===== config.mk =====
export PLATFORM = sky130hd
export DESIGN_NAME = goertzel_bin_sched
export DESIGN_NICKNAME = d
export VERILOG_FILES = /design/src/rtl/goertzel_bin_sched.sv
export SDC_FILE = /design/constraint.sdc
export NUM_CORES = 1
export LEC_CHECK = 0
export BUFFER_PORTS_ARGS = -buffer_cell sky130_fd_sc_hd__buf_2
export CAP_MARGIN = 20
export CORE_ASPECT_RATIO = 0.75
export CORE_MARGIN = 1.5
export CORE_UTILIZATION = 45
export CTS_CLUSTER_SIZE = 25
export DETAILED_ROUTE_END_ITERATION = 8
export PLACE_DENSITY = 0.7
export SLEW_MARGIN = 20
export SYNTH_ARGS = -nofsm -noshare
export SYNTH_HDL_FRONTEND = slang
export SYNTH_SLANG_ARGS = --single-unit
export TNS_END_PERCENT = 1

===== constraint.sdc =====
create_clock -name clk -period 3.2 [get_ports clk]
set_input_delay 0.96 -clock clk [delete_from_list [all_inputs] [get_ports clk]]
set_output_delay 0.96 -clock clk [all_outputs]
set_load 0.05 [all_outputs]

===== src/rtl/goertzel_bin_sched.sv =====
// Sequencer for the shared Goertzel iteration core: waits for the angle block, then issues
// NF ITER ops per accepted sample and NF FINAL ops after N_SAMP samples, then pulses done.
module goertzel_bin_sched #(
    parameter int NF     = 11,
    parameter int N_SAMP = 1000,
    parameter int DW     = 16,
    parameter int IW     = 8
) (
    input  logic                 clk,
    input  logic                 rstn,
    output logic                 angel_en,
    input  logic                 angel_ready,
    input  logic                 start,
    input  logic                 s_valid,
    output logic                 s_ready,
    input  logic signed [DW-1:0] s_data,
    output logic                 core_valid,
    input  logic                 core_ready,
    output logic                 core_op,
    output logic        [IW-1:0] core_bin,
    output logic                 core_first,
    output logic signed [DW-1:0] core_sample,
    output logic                 busy,
    output logic                 done,
    output logic           [2:0] dbg_state
);

    localparam int SW = (N_SAMP > 1) ? $clog2(N_SAMP) : 1;
    localparam logic [IW-1:0] LAST_BIN  = IW'(NF - 1);
    localparam logic [SW-1:0] LAST_SAMP = SW'(N_SAMP - 1);

    typedef enum logic [2:0] {
        ST_INIT   = 3'd0,
        ST_IDLE   = 3'd1,
        ST_WAIT_S = 3'd2,
        ST_ITER   = 3'd3,
        ST_FINAL  = 3'd4,
        ST_DONE   = 3'd5
    } state_t;

    state_t               state_q, state_d;
    logic        [SW-1:0] samp_cnt_q, samp_cnt_d;
    logic        [IW-1:0] bin_cnt_q, bin_cnt_d;
    logic signed [DW-1:0] sample_q, sample_d;

    always_ff @(posedge clk or negedge rstn) begin
        if (!rstn) begin
            state_q    <= ST_INIT;
            samp_cnt_q <= '0;
            bin_cnt_q  <= '0;
            sample_q   <= '0;
        end else begin
            state_q    <= state_d;
            samp_cnt_q <= samp_cnt_d;
            bin_cnt_q  <= bin_cnt_d;
            sample_q   <= sample_d;
        end
    end

    // Valid/ready: a transfer happens on a clock edge where both are high. Op fields come
    // only from registers, so they hold while core_valid && !core_ready, and core_valid
    // stays high until the op is taken. s_ready is high only while waiting for a sample.
    always_comb begin
        state_d    = state_q;
        samp_cnt_d = samp_cnt_q;
        bin_cnt_d  = bin_cnt_q;
        sample_d   = sample_q;
        case (state_q)
            ST_INIT: begin
                if (angel_ready) state_d = ST_IDLE;
            end
            ST_IDLE: begin
                if (start) begin
                    state_d    = ST_WAIT_S;
                    samp_cnt_d = '0;
                    bin_cnt_d  = '0;
                end
            end
            ST_WAIT_S: begin
                if (s_valid) begin
                    sample_d = s_data;
                    state_d  = ST_ITER;
                end
            end
            ST_ITER: begin
                if (core_ready) begin
                    if (bin_cnt_q == LAST_BIN) begin
                        bin_cnt_d = '0;
                        if (samp_cnt_q == LAST_SAMP) begin
                            samp_cnt_d = '0;
                            sample_d   = '0;
                            state_d    = ST_FINAL;
                        end else begin
                            samp_cnt_d = samp_cnt_q + SW'(1);
                            state_d    = ST_WAIT_S;
                        end
                    end else begin
                        bin_cnt_d = bin_cnt_q + IW'(1);
                    end
                end
            end
            ST_FINAL: begin
                if (core_ready) begin
                    if (bin_cnt_q == LAST_BIN) begin
                        bin_cnt_d = '0;
                        state_d   = ST_DONE;
                    end else begin
                        bin_cnt_d = bin_cnt_q + IW'(1);
                    end
                end
            end
            ST_DONE: begin
                state_d = ST_IDLE;
            end
            default: begin
                state_d = ST_INIT;
            end
        endcase
    end

    assign angel_en    = (state_q == ST_INIT);
    assign s_ready     = (state_q == ST_WAIT_S);
    assign core_valid  = (state_q == ST_ITER) || (state_q == ST_FINAL);
    assign core_op     = (state_q == ST_FINAL);
    assign core_bin    = bin_cnt_q;
    assign core_first  = (state_q == ST_ITER) && (samp_cnt_q == '0);
    assign core_sample = sample_q;
    assign busy        = (state_q == ST_WAIT_S) || (state_q == ST_ITER) || (state_q == ST_FINAL);
    assign done        = (state_q == ST_DONE);
    assign dbg_state   = state_q;

endmodule

* Word level (Yosys, flattened, before mapping)
Cells that the tools add are included.
Widths: inputs -> output; s select.
** Cells by class
- Reduce and logical (&&, ||, !) cells :: 14
- Mux-type cells :: 23
- Eq/ne operators :: 16
- Add/sub/neg operators :: 2
** Operators by type and width (count)
- $mux 16 :: 4
- $mux 10 :: 4
- $pmux 16 s2 :: 1
- $mux 3 :: 8
- $mux 8 :: 3
- $pmux 10 s2 :: 1
- $pmux 3 s6 :: 1
- $pmux 8 s2 :: 1
- $ne 2x2->1 const B :: 6
- $add 10x1->10 const B :: 1
- $eq 10x10->1 const B :: 1
- $logic_not 10->1 :: 1
- $add 8x1->8 const B :: 1
- $eq 8x4->1 const B :: 1
- $reduce_and 7->1 :: 1
- $eq 3x2->1 const B :: 2
- $eq 3x3->1 const B :: 2
- $ne 2x1->1 const B :: 3
- $reduce_bool 2->1 :: 3
- $reduce_and 5->1 :: 1
- $reduce_and 4->1 :: 1
- $eq 3x1->1 const B :: 1
- $logic_not 3->1 :: 1
- $logic_or 1x1->1 :: 3
- 3 further kinds :: 3
** Word-level totals
- Bits of input ports :: 22
- Register bits :: 37
- Output and inout bits :: 34

* Depth between registers and ports, before layout
Gate-level depths: netlist (run 1).
- Depth in word-level cells :: 5
- Gate-level depth with buffers :: 8
- Gate-level depth less buffers :: 7

* Worst setup path after synthesis (run 1)
OpenSTA, ideal clock, no wires.
- Path kind :: reg2out
- Start :: register state_q[0], in the netlist dbg_state[0]
- End :: output core_first
- Buffers on the path :: 1
- Data arrival time :: 2275 ps
- Cell stages (with the launch flop) :: 4
- Slack :: -35 ps
- Required time :: 2240 ps
- Cells stage by stage :: dfrtp_1 > buf_2 > nand3b_1 > nor3_1
** Between the ends
- Longest elaborated chain between the ends :: 2
** RTL lines
- from (decl) :: line 41 : state_t state_q, state_d;
- from (signal assigned) :: line 53 : state_q <= state_d;
- $eq 3x2->1 :: line 126 : assign core_first = (state_q == ST_ITER) && (samp_cnt_q == '0);
- $logic_and 1x1->1 :: line 126
- to (decl) :: line 21 : output logic core_first,
No other way between the ends.

* Final worst setup path (run 1)
- Start :: register state_q[1], in the netlist dbg_state[1]
- End :: output core_valid
** Between the ends
- Longest elaborated chain between the ends :: 2
- Elaborated cells on any way between the ends :: 3
** RTL lines
- $eq 3x2->1 / $eq 3x3->1 (equally long branches) :: line 123 : assign core_valid = (state_q == ST_ITER) || (state_q == ST_FINAL);
- $logic_or 1x1->1 (*) :: line 123
- to (decl) :: line 17 : output logic core_valid,
Every way passes the cells marked *; elsewhere a longest branch is shown, timed or not.

==> metrics.csv, run 1 <==
stage,metric,value,unit
run_status,outcome,finished clean,
critical_path,crit end category,primary output,
routing,drt via density,5.45,
routing,# DRC,0,
sta,Final Cycle Share,87.0,%
placed_design,hpwl dp,3.41,mm
power,power per cell area,885,mW/mm^2
logic_synthesis,sequential-to-total area share from yosys stat,45.8,%
floorplanning,core footprint,0.00418,sq mm
clocking,Clock Root Buffer,clkbuf_8,
logic_synthesis,cell area after synthesis,0.00202,sq mm
routing,Pre-antenna DRT Iters,4,
clocking,clock slew at reported path FFs,0.08,ns
critical_path,CP Max Fanout,16,
final_layout,final core area utilization,58.2,%
placed_design,GPL Wtd Cong,0.916,
sta,final setup violation count,0,
final_layout,diode count,0,
logic_synthesis,most common cell in the netlist,nand2_1,
clocking,# resized after CTS,0,
placed_design,Setup WS pre-CTS,0.751,ns
logic_synthesis,"area leader, netlist",dfrtp_1,
critical_path,R2R cell count,5,
logic_synthesis,largest cells by area after synthesis,"dfrtp_1 46%, nand2_1 8.7%, o21ai_0 8.2%",
sta,Worst-Margin Slew,0.832,ns
worst_hold_path,hold endpoint,core_sample[0],
placed_design,Placed Cells,328,
logic_synthesis,top cell type's share of synthesized area,45.8,%
clocking,Clock Sinks,37,
critical_path,RR Endpoint,core_sample[14],
grt,GRT Overall Usage,20.9,%
sta,max-slew violation count,0,
logic_synthesis,most frequent cells after synthesis,"47 x nand2_1, 37 x dfrtp_1, 33 x o21ai_0",
routing,via count,1832,
final_layout,"Design Area, Final",0.00243,sq mm
clocking,"Clk Latency, worst-skew pair",0.30,ns
sta,Fin Setup TNS,0,ns
grt,initial antenna violation count,0,
sta,Final Worst Setup Slack,0.415,ns
logic_synthesis,distinct cell type count after synthesis,48,
worst_hold_path,Hold Crit Start,core_sample[0],
clocking,H-tree depth,2,
logic_synthesis,number of enable flip-flop cells after synthesis,0,
clocking,CTS tree,done,
critical_path,Reg-to-Reg Start,samp_cnt_q[0],
logic_synthesis,Synth Net Count,254,
floorplanning,Row Count,20,
grt,largest net degree at the start of global routing,38,
critical_path,flop-to-flop setup slack,1.12,ns
logic_synthesis,Synthesis Warnings,0,
grt,gr ovfl total,0,
final_layout,nets,306,
critical_path,arrival time worst endpoint,1.82,ns
grt,number of global-route vias before repair,1668,
worst_hold_path,hold path cells,2,
floorplanning,Die Ht,61.0,um
power,Pleak,1.19,nW
sta,Tmin final,2.78,ns
critical_path,CP Class,reg2out,
grt,first-pass GRT wire length,7.71,mm
logic_synthesis,Post-synth top flop,dfrtp_1,
job,max cap viols,0,
clocking,hold_buf cts,0,
routing,Iteration-0 DRC Markers,93,
logic_synthesis,Mapped Cells,228,
floorplanning,total I/O pin count,56,
sta,Fin. Hold Viols,0,
clocking,number of post-CTS setup repair buffers,0,
placed_design,DP Area,0.00232,sq mm
sta,Clock Skew,0.00550,ns
routing,WL final,4.66,mm
sta,WHS,0.531,ns
placed_design,port bufs,55,
final_layout,layout cell share with drive strength beyond 1,27.4,%
floorplanning,die area,0.00491,sq mm
final_layout,filler instances,380,
sta,worst rel slew slack,44.5,%
final_layout,Area growth syn-to-layout,20.3,%
floorplanning,Die X,80.4,um
clocking,TritonCTS buffer count,5,
logic_synthesis,Seq cells post-synth,37,
final_layout,Finished Layout Cells,336,
sta,RSZ-0062 raised after global routing,no,
routing,routed len/inst,13.9,um
logic_synthesis,ys async rst share,100,%
routing,Antenna Violating Nets Remaining,0,
clocking,Longest Clk Path Bufs,2,
critical_path,WP data required,2.24,ns
critical_path,startpoint class of the critical path,flip-flop,
floorplanning,Starting Density,48.4,%
power,worst vdd ir,456,uV
power,Power Total,2.15,mW
worst_hold_path,Worst Hold Class,reg2reg,
sta,Fmax,0.359,GHz
logic_synthesis,Avg Inst Size Synth,8.86,sq um
==> report_power, final <==
| group | internal [mW] | leakage, nW | total (mW) | switching (mW) |
|---|---|---|---|---|
| clock network | 0.233 | 0.0543 | 0.414 | 0.180 |
| registers | 0.601 | 0.463 | 0.708 | 0.107 |
| logic | 0.260 | 0.673 | 1.03 | 0.770 |
| total | 1.09 | 1.19 | 2.15 | 1.06 |
==> per-layer routing <==
metal  wire length [um]  up-vias  share of wire, %  track usage [%]
met5                  0        -                 0                0
met4                 41        0              0.88             8.87
met3                387        4               8.3             5.63
met2               1990       72                43             31.8
met1               2230      857                48             28.5
li1                   -      899                 -                -
==> worst max path at each step <==
stage                 startpoint          to  slack, ns  cells after the start
finish              dbg_state[1]  core_valid       0.42                      5
CTS                 dbg_state[1]  core_valid       0.41                      5
floorplan           dbg_state[1]    angel_en       0.28                      2
global placement    dbg_state[1]  core_valid       0.80                      5
detailed placement  dbg_state[1]  core_valid       0.75                      5
global route        dbg_state[1]  core_valid       0.33                      5
==> sequential cells by signal, indices dropped and copies added, names as in the netlist <==
name / count
dbg_state: 3
core_sample: 16
core_bin: 8
samp_cnt_q: 10
==> cells in the final DEF (no fill, tap or decap), types with 2 or more instances in the layout <==
master    synthesis  routed
mux2_2            2       2
buf_2             3      55
nand2_1          47      47
and3_1            6       6
inv_1             6       6
o21ai_0          33      33
and2_1            4       4
clkbuf_8          0       5
or3_1             3       3
nand2b_4          2       2
and2b_1           2       2
o31ai_1           2       2
nand3_1          11      11
and4_1            2       2
nor2b_1           2       2
nor2_1           14      14
a21oi_1           3       3
ha_1              4       4
o21ai_2           2       2
dfrtp_1          37      37
nor3_1            6       5
nand2b_1          5       5
==> cell type report <==
class | instances | area (sq um) | share of cell area [%]
Clock buffer | 5 | 68.8 | 2.83
Clock inverter | 3 | 46.3 | 1.90
Inverter | 7 | 26.3 | 1.08
Multi-Input combinational cell | 173 | 1010 | 41.6
Sequential cell | 37 | 926 | 38.1
Tap cell | 55 | 68.8 | 2.83
Timing Repair Buffer | 56 | 283 | 11.6
==> worst max-delay path, cell delays in order (launching register included) <==
cell     delay, ns
dfrtp_1       0.57
or3b_4        0.51
inv_2         0.09
nor2_1        0.06
inv_1         0.05
buf_2         0.25
==> kinds of logic (layout without fill, tap and decap cells) <==
logic type                 after synthesis  in the layout  share of synthesized area, %
AOI/OAI and AO/OA                       52             52                          15.6
adders and majority gates                4              4                          2.48
buffers and inverters                   18             71                          4.33
DFF                                     37             37                          45.8
muxes                                    3              3                          1.61
and+or+nand+nor                        114            114                          30.2
Power figures use the tool's default switching activity.
==> run 2, diff against run 1 <==
--- a/config.mk
+++ b/config.mk
@@ -10,8 +10,9 @@
 export CORE_ASPECT_RATIO = 0.75
 export CORE_MARGIN = 1.5
 export CORE_UTILIZATION = 45
-export CTS_CLUSTER_SIZE = 25
+export CTS_CLUSTER_SIZE = 20
 export DETAILED_ROUTE_END_ITERATION = 8
+export MAX_ROUTING_LAYER = met4
 export PLACE_DENSITY = 0.7
 export SLEW_MARGIN = 20
 export SYNTH_ARGS = -nofsm -noshare
==> run 2 against run 1 <==
Net effect: cell area is the same; clock skew grew 0.0014 ns; sequential share of layout area is the same; wire length shrank 0.30%; critical path depth is the same; utilization is the same; clock power is essentially flat; cell count is the same; setup slack lost 0.0016 ns; critical path type unchanged; critical endpoint unchanged; largest cell class unchanged; largest power group unchanged.
==> metrics.csv, run 2 (synthesis results as in run 1) <==
stage,metric,value,unit
grt,largest net degree at the start of global routing,38,
power,Sw Pwr,1.06,mW
placed_design,GPL Wtd Cong,0.932,
power,worst vdd ir,456,uV
final_layout,Area growth syn-to-layout,20.3,%
routing,WL final,4.64,mm
grt,first-pass GRT wire length,7.71,mm
sta,max-slew violation count,0,
power,clock power share,19.2,%
floorplanning,Row Count,20,
placed_design,port bufs,55,
power,Power Total,2.15,mW
sta,Worst-Margin Slew,0.832,ns
critical_path,CP Max Fanout,16,
sta,Tmin final,2.79,ns
final_layout,Seq. cell area,926,sq um
final_layout,filler instances,380,
placed_design,hpwl dp,3.41,mm
final_layout,"commonest non-fill, non-tap cell in the layout",buf_2,
clocking,Clock Sinks,37,
placed_design,Setup WS pre-CTS,0.751,ns
clocking,hold_buf cts,0,
clocking,"Clk Latency, worst-skew pair",0.30,ns
routing,Antenna Violating Nets Remaining,0,
worst_hold_path,Worst Hold Class,reg2reg,
routing,via count,1837,
run_status,outcome,finished clean,
power,Reg power frac,32.9,%
sta,worst rel slew slack,44.5,%
power,switch share,49.1,%
floorplanning,total I/O pin count,56,
critical_path,CP Class,reg2out,
clocking,clock slew at reported path FFs,0.08,ns
final_layout,area of the multi-input gates,0.00101,sq mm
critical_path,arrival time worst endpoint,1.83,ns
floorplanning,Die Ht,61.0,um
grt,gr ovfl total,0,
final_layout,"Design Area, Final",0.00243,sq mm
sta,Final Worst Setup Slack,0.414,ns
power,Pleak,1.19,nW
sta,Fmax,0.359,GHz
floorplanning,die area,0.00491,sq mm
grt,initial antenna violation count,0,
critical_path,crit end category,primary output,
clocking,number of post-CTS setup repair buffers,0,
placed_design,Placed Cells,328,
power,Internal,1.09,mW
routing,# DRC,0,
routing,routed len/inst,13.8,um
final_layout,diode count,0,
clocking,Clock Root Buffer,clkbuf_8,
final_layout,nets,306,
clocking,CTS tree,done,
grt,GRT Overall Usage,21.6,%
final_layout,layout cell share with drive strength beyond 1,27.4,%
sta,Fin Setup TNS,0,ns
clocking,Longest Clk Path Bufs,2,
grt,number of global-route vias before repair,1665,
clocking,# resized after CTS,0,
routing,drt via density,5.47,
power,Combinational Power Share,47.9,%
sta,RSZ-0062 raised after global routing,no,
critical_path,startpoint class of the critical path,flip-flop,
clocking,TritonCTS buffer count,5,
routing,Pre-antenna DRT Iters,4,
placed_design,DP Area,0.00232,sq mm
clocking,H-tree depth,2,
final_layout,"commonest cells after routing, fill and taps aside","55 x buf_2, 47 x nand2_1, 37 x dfrtp_1",
sta,final setup violation count,0,
critical_path,WP data required,2.24,ns
power,power per cell area,885,mW/mm^2
routing,Iteration-0 DRC Markers,97,
floorplanning,core footprint,0.00418,sq mm
job,max cap viols,0,
floorplanning,Starting Density,48.4,%
floorplanning,Die X,80.4,um
sta,Final Cycle Share,87.1,%
final_layout,max reg flops,16,
sta,Clock Skew,0.00687,ns
final_layout,Finished Layout Cells,336,
sta,Fin. Hold Viols,0,
[run 2: cell counts in the layout (fill, tap and decap cells not counted)]
Identical to the previous run, type by type.
[run 2: worst paths after layout]
path / cells past startpoint / start / slack (ns) / end
setup / recovery: 5 / dbg_state[1] / 0.41 / core_valid
setup reg to reg: 5 / samp_cnt_q[0] / 1.14 / core_sample[14]
min in group asynchronous: 1 / rstn / 0.75 / core_sample[4]
hold / removal: 2 / core_sample[0] / 0.53 / core_sample[0]
hold reg to reg: 2 / core_sample[0] / 0.53 / core_sample[0]
max in group asynchronous: 1 / rstn / 1.92 / samp_cnt_q[8]
[run 2: cell type report]
| cell class | count | area share [%] |
|---|---|---|
| clock buffers | 5 | 2.83 |
| clock inverters | 3 | 1.90 |
| inverters | 7 | 1.08 |
| multi-input cells | 173 | 41.6 |
| flip-flops and latches | 37 | 38.1 |
| well taps | 55 | 2.83 |
| repair buffers | 56 | 11.6 |
[run 2: stage by stage]
step | utilization (%) | hold slack [ns]
after global routing | 58.2 | 0.554
after CTS | 58.2 | 0.538
after detailed placement | 55.4 | 0.526
after global placement | 55.4 | 0.513
after floorplan | - | 0.496
final | 58.2 | 0.531
[run 2: layer usage]
| metal | share of wire, % | track usage, % | vias up | routed length, um |
|---|---|---|---|---|
| li1 | - | - | 898 | - |
| met1 | 48 | 28.7 | 866 | 2240 |
| met2 | 43 | 31.8 | 68 | 1990 |
| met3 | 7.8 | 5.33 | 5 | 364 |
| met4 | 1.1 | 8.87 | 0 | 49 |
| met5 | 0 | - | - | 0 |
[run 2: power groups by stage]
| stage | clock [mW] | combinational (mW) | sequential, mW |
|---|---|---|---|
| 3_3_place_gp | 0 | 1.02 | 0.709 |
| 6_report | 0.413 | 1.03 | 0.707 |
| 3_5_place_dp | 0 | 1.03 | 0.716 |
| 5_1_grt | 0.446 | 1.12 | 0.731 |
| 2_1_floorplan | 0 | 0.396 | 1.10 |
| 4_1_cts | 0.425 | 1.04 | 0.706 |
[run 2: worst max-delay path, stage by stage (launching register included)]
cell and delay [ns]:
dfrtp_1 0.57, or3b_4 0.51, inv_2 0.09, nor2_1 0.06, inv_1 0.05, buf_2 0.25
==> run 3, diff against run 2 <==
--- a/config.mk
+++ b/config.mk
@@ -7,13 +7,15 @@
 export LEC_CHECK = 0
 export BUFFER_PORTS_ARGS = -buffer_cell sky130_fd_sc_hd__buf_2
 export CAP_MARGIN = 20
+export CELL_PAD_IN_SITES_DETAIL_PLACEMENT = 2
+export CELL_PAD_IN_SITES_GLOBAL_PLACEMENT = 2
 export CORE_ASPECT_RATIO = 0.75
 export CORE_MARGIN = 1.5
-export CORE_UTILIZATION = 45
+export CORE_UTILIZATION = 33
 export CTS_CLUSTER_SIZE = 20
 export DETAILED_ROUTE_END_ITERATION = 8
 export MAX_ROUTING_LAYER = met4
-export PLACE_DENSITY = 0.7
+export PLACE_DENSITY_LB_ADDON = 0.1
 export SLEW_MARGIN = 20
 export SYNTH_ARGS = -nofsm -noshare
 export SYNTH_HDL_FRONTEND = slang
==> run 3 against run 2 <==
Net effect: wire length grew 32%; critical path depth did not move; power decreased by 2.0%; via count up 0.71%; cell area rose by 0.31%; sequential share of layout area is 0.12 points lower; worst hold slack about the same; die area up 35%; largest power group unchanged.
==> metrics.csv, run 3 (synthesis results as in run 1) <==
stage,metric,value,unit
grt,number of global-route vias before repair,1988,
final_layout,nets,307,
routing,Pre-antenna DRT Iters,4,
floorplanning,Row Count,24,
sta,worst rel slew slack,41.8,%
grt,gr ovfl total,0,
routing,via count,1850,
sta,Fin Setup TNS,0,ns
job,max cap viols,0,
routing,drt via density,5.14,
routing,Antenna Violating Nets Remaining,0,
clocking,Clock Sinks,37,
critical_path,arrival time worst endpoint,1.85,ns
floorplanning,die area,0.00661,sq mm
final_layout,"Design Area, Final",0.00244,sq mm
clocking,# resized after CTS,0,
critical_path,WP data required,2.24,ns
clocking,H-tree depth,2,
routing,# DRC,0,
sta,RSZ-0062 raised after global routing,no,
routing,routed len/inst,17.0,um
critical_path,CP Max Fanout,16,
floorplanning,total I/O pin count,56,
sta,max-slew violation count,0,
power,clock power share,15.7,%
critical_path,CP Class,reg2out,
worst_hold_path,Worst Hold Class,reg2reg,
routing,Iteration-0 DRC Markers,72,
final_layout,"commonest non-fill, non-tap cell in the layout",buf_2,
grt,initial antenna violation count,0,
power,power per cell area,865,mW/mm^2
final_layout,"commonest cells after routing, fill and taps aside","55 x buf_2, 47 x nand2_1, 37 x dfrtp_1",
clocking,clock slew at reported path FFs,0.08,ns
power,Sw Pwr,1.09,mW
grt,largest net degree at the start of global routing,38,
sta,Worst-Margin Slew,0.874,ns
clocking,Longest Clk Path Bufs,2,
final_layout,final core area utilization,41.6,%
critical_path,startpoint class of the critical path,flip-flop,
floorplanning,Die X,93.4,um
clocking,number of post-CTS setup repair buffers,0,
sta,Final Cycle Share,87.7,%
final_layout,layout cell share with drive strength beyond 1,27.7,%
sta,final setup violation count,0,
final_layout,area of the multi-input gates,0.00101,sq mm
power,Combinational Power Share,50.4,%
run_status,outcome,finished clean,
clocking,Clock Root Buffer,clkbuf_8,
power,Power Total,2.11,mW
final_layout,filler instances,694,
power,Pleak,1.18,nW
floorplanning,Die Ht,70.8,um
grt,first-pass GRT wire length,10.2,mm
routing,WL final,6.14,mm
final_layout,max reg flops,16,
final_layout,Seq. cell area,926,sq um
clocking,TritonCTS buffer count,5,
placed_design,GPL Wtd Cong,0.749,
grt,GRT Overall Usage,20.4,%
placed_design,hpwl dp,4.49,mm
power,Reg power frac,34.0,%
power,worst vdd ir,288,uV
sta,Fin. Hold Viols,0,
power,switch share,51.8,%
clocking,CTS tree,done,
power,Internal,1.02,mW
placed_design,DP Area,0.00235,sq mm
sta,Tmin final,2.81,ns
final_layout,Area growth syn-to-layout,20.7,%
sta,Fmax,0.357,GHz
floorplanning,core footprint,0.00586,sq mm
clocking,hold_buf cts,0,
sta,Clock Skew,0.0104,ns
critical_path,crit end category,primary output,
final_layout,diode count,0,
placed_design,port bufs,55,
floorplanning,Starting Density,34.5,%
clocking,"Clk Latency, worst-skew pair",0.30,ns
run 3: cell count changes in the layout (fill, tap and decap cells not counted), sizes merged:
cell,change
bufinv,-1
clkinv,+1
buf,+1
run 3: layout make-up:
type / instances / area share (%)
sequential: 37 / 38.0
clock inverter: 3 / 0.718
multi-input combinational: 173 / 41.5
clock buffer: 5 / 2.82
inverter: 7 / 1.08
timing repair buffer: 57 / 11.9
tap: 78 / 4.00
run 3: stage by stage:
stage | std cells | setup slack [ns] | hold WS [ns]
floorplan | 228 | 0.282 | 0.496
finish | 360 | 0.395 | 0.531
detailed placement | 352 | 0.733 | 0.523
global placement | 352 | 0.752 | 0.514
global route | 360 | 0.321 | 0.565
CTS | 360 | 0.386 | 0.534
run 3: per-layer routing:
metal | vias up | GRT usage, % | routed length [um]
li1 | 900 | - | -
met1 | 897 | 27.4 | 2990
met2 | 44 | 31.6 | 2740
met3 | 9 | 3.98 | 339
met4 | 0 | 5.56 | 70
met5 | - | - | 0
run 3: worst paths after layout:
check,startpoint,to,slack (ns),cells after the start
min in group asynchronous,rstn,samp_cnt_q[1],0.78,1
max in group asynchronous,rstn,core_sample[13],1.88,1
hold reg to reg,core_sample[14],core_sample[14],0.53,2
setup reg to reg,dbg_state[1],core_bin[3],1.09,7
setup / recovery,dbg_state[1],core_valid,0.39,5
hold / removal,core_sample[14],core_sample[14],0.53,2
run 3: critical path, cell delays in order, from the launching register on:
cell and delay [ns]:
dfrtp_1 0.58, or3b_4 0.51, inv_2 0.09, nor2_1 0.06, inv_1 0.05, buf_2 0.25
run 3: power by group through the flow:
stage	Sequential (mW)	Clock, mW	Combinational [mW]
after global routing	0.745	0.363	1.16
after floorplan	1.10	0	0.396
after detailed placement	0.727	0	1.07
after global placement	0.718	0	1.04
final	0.716	0.330	1.06
after CTS	0.718	0.346	1.08
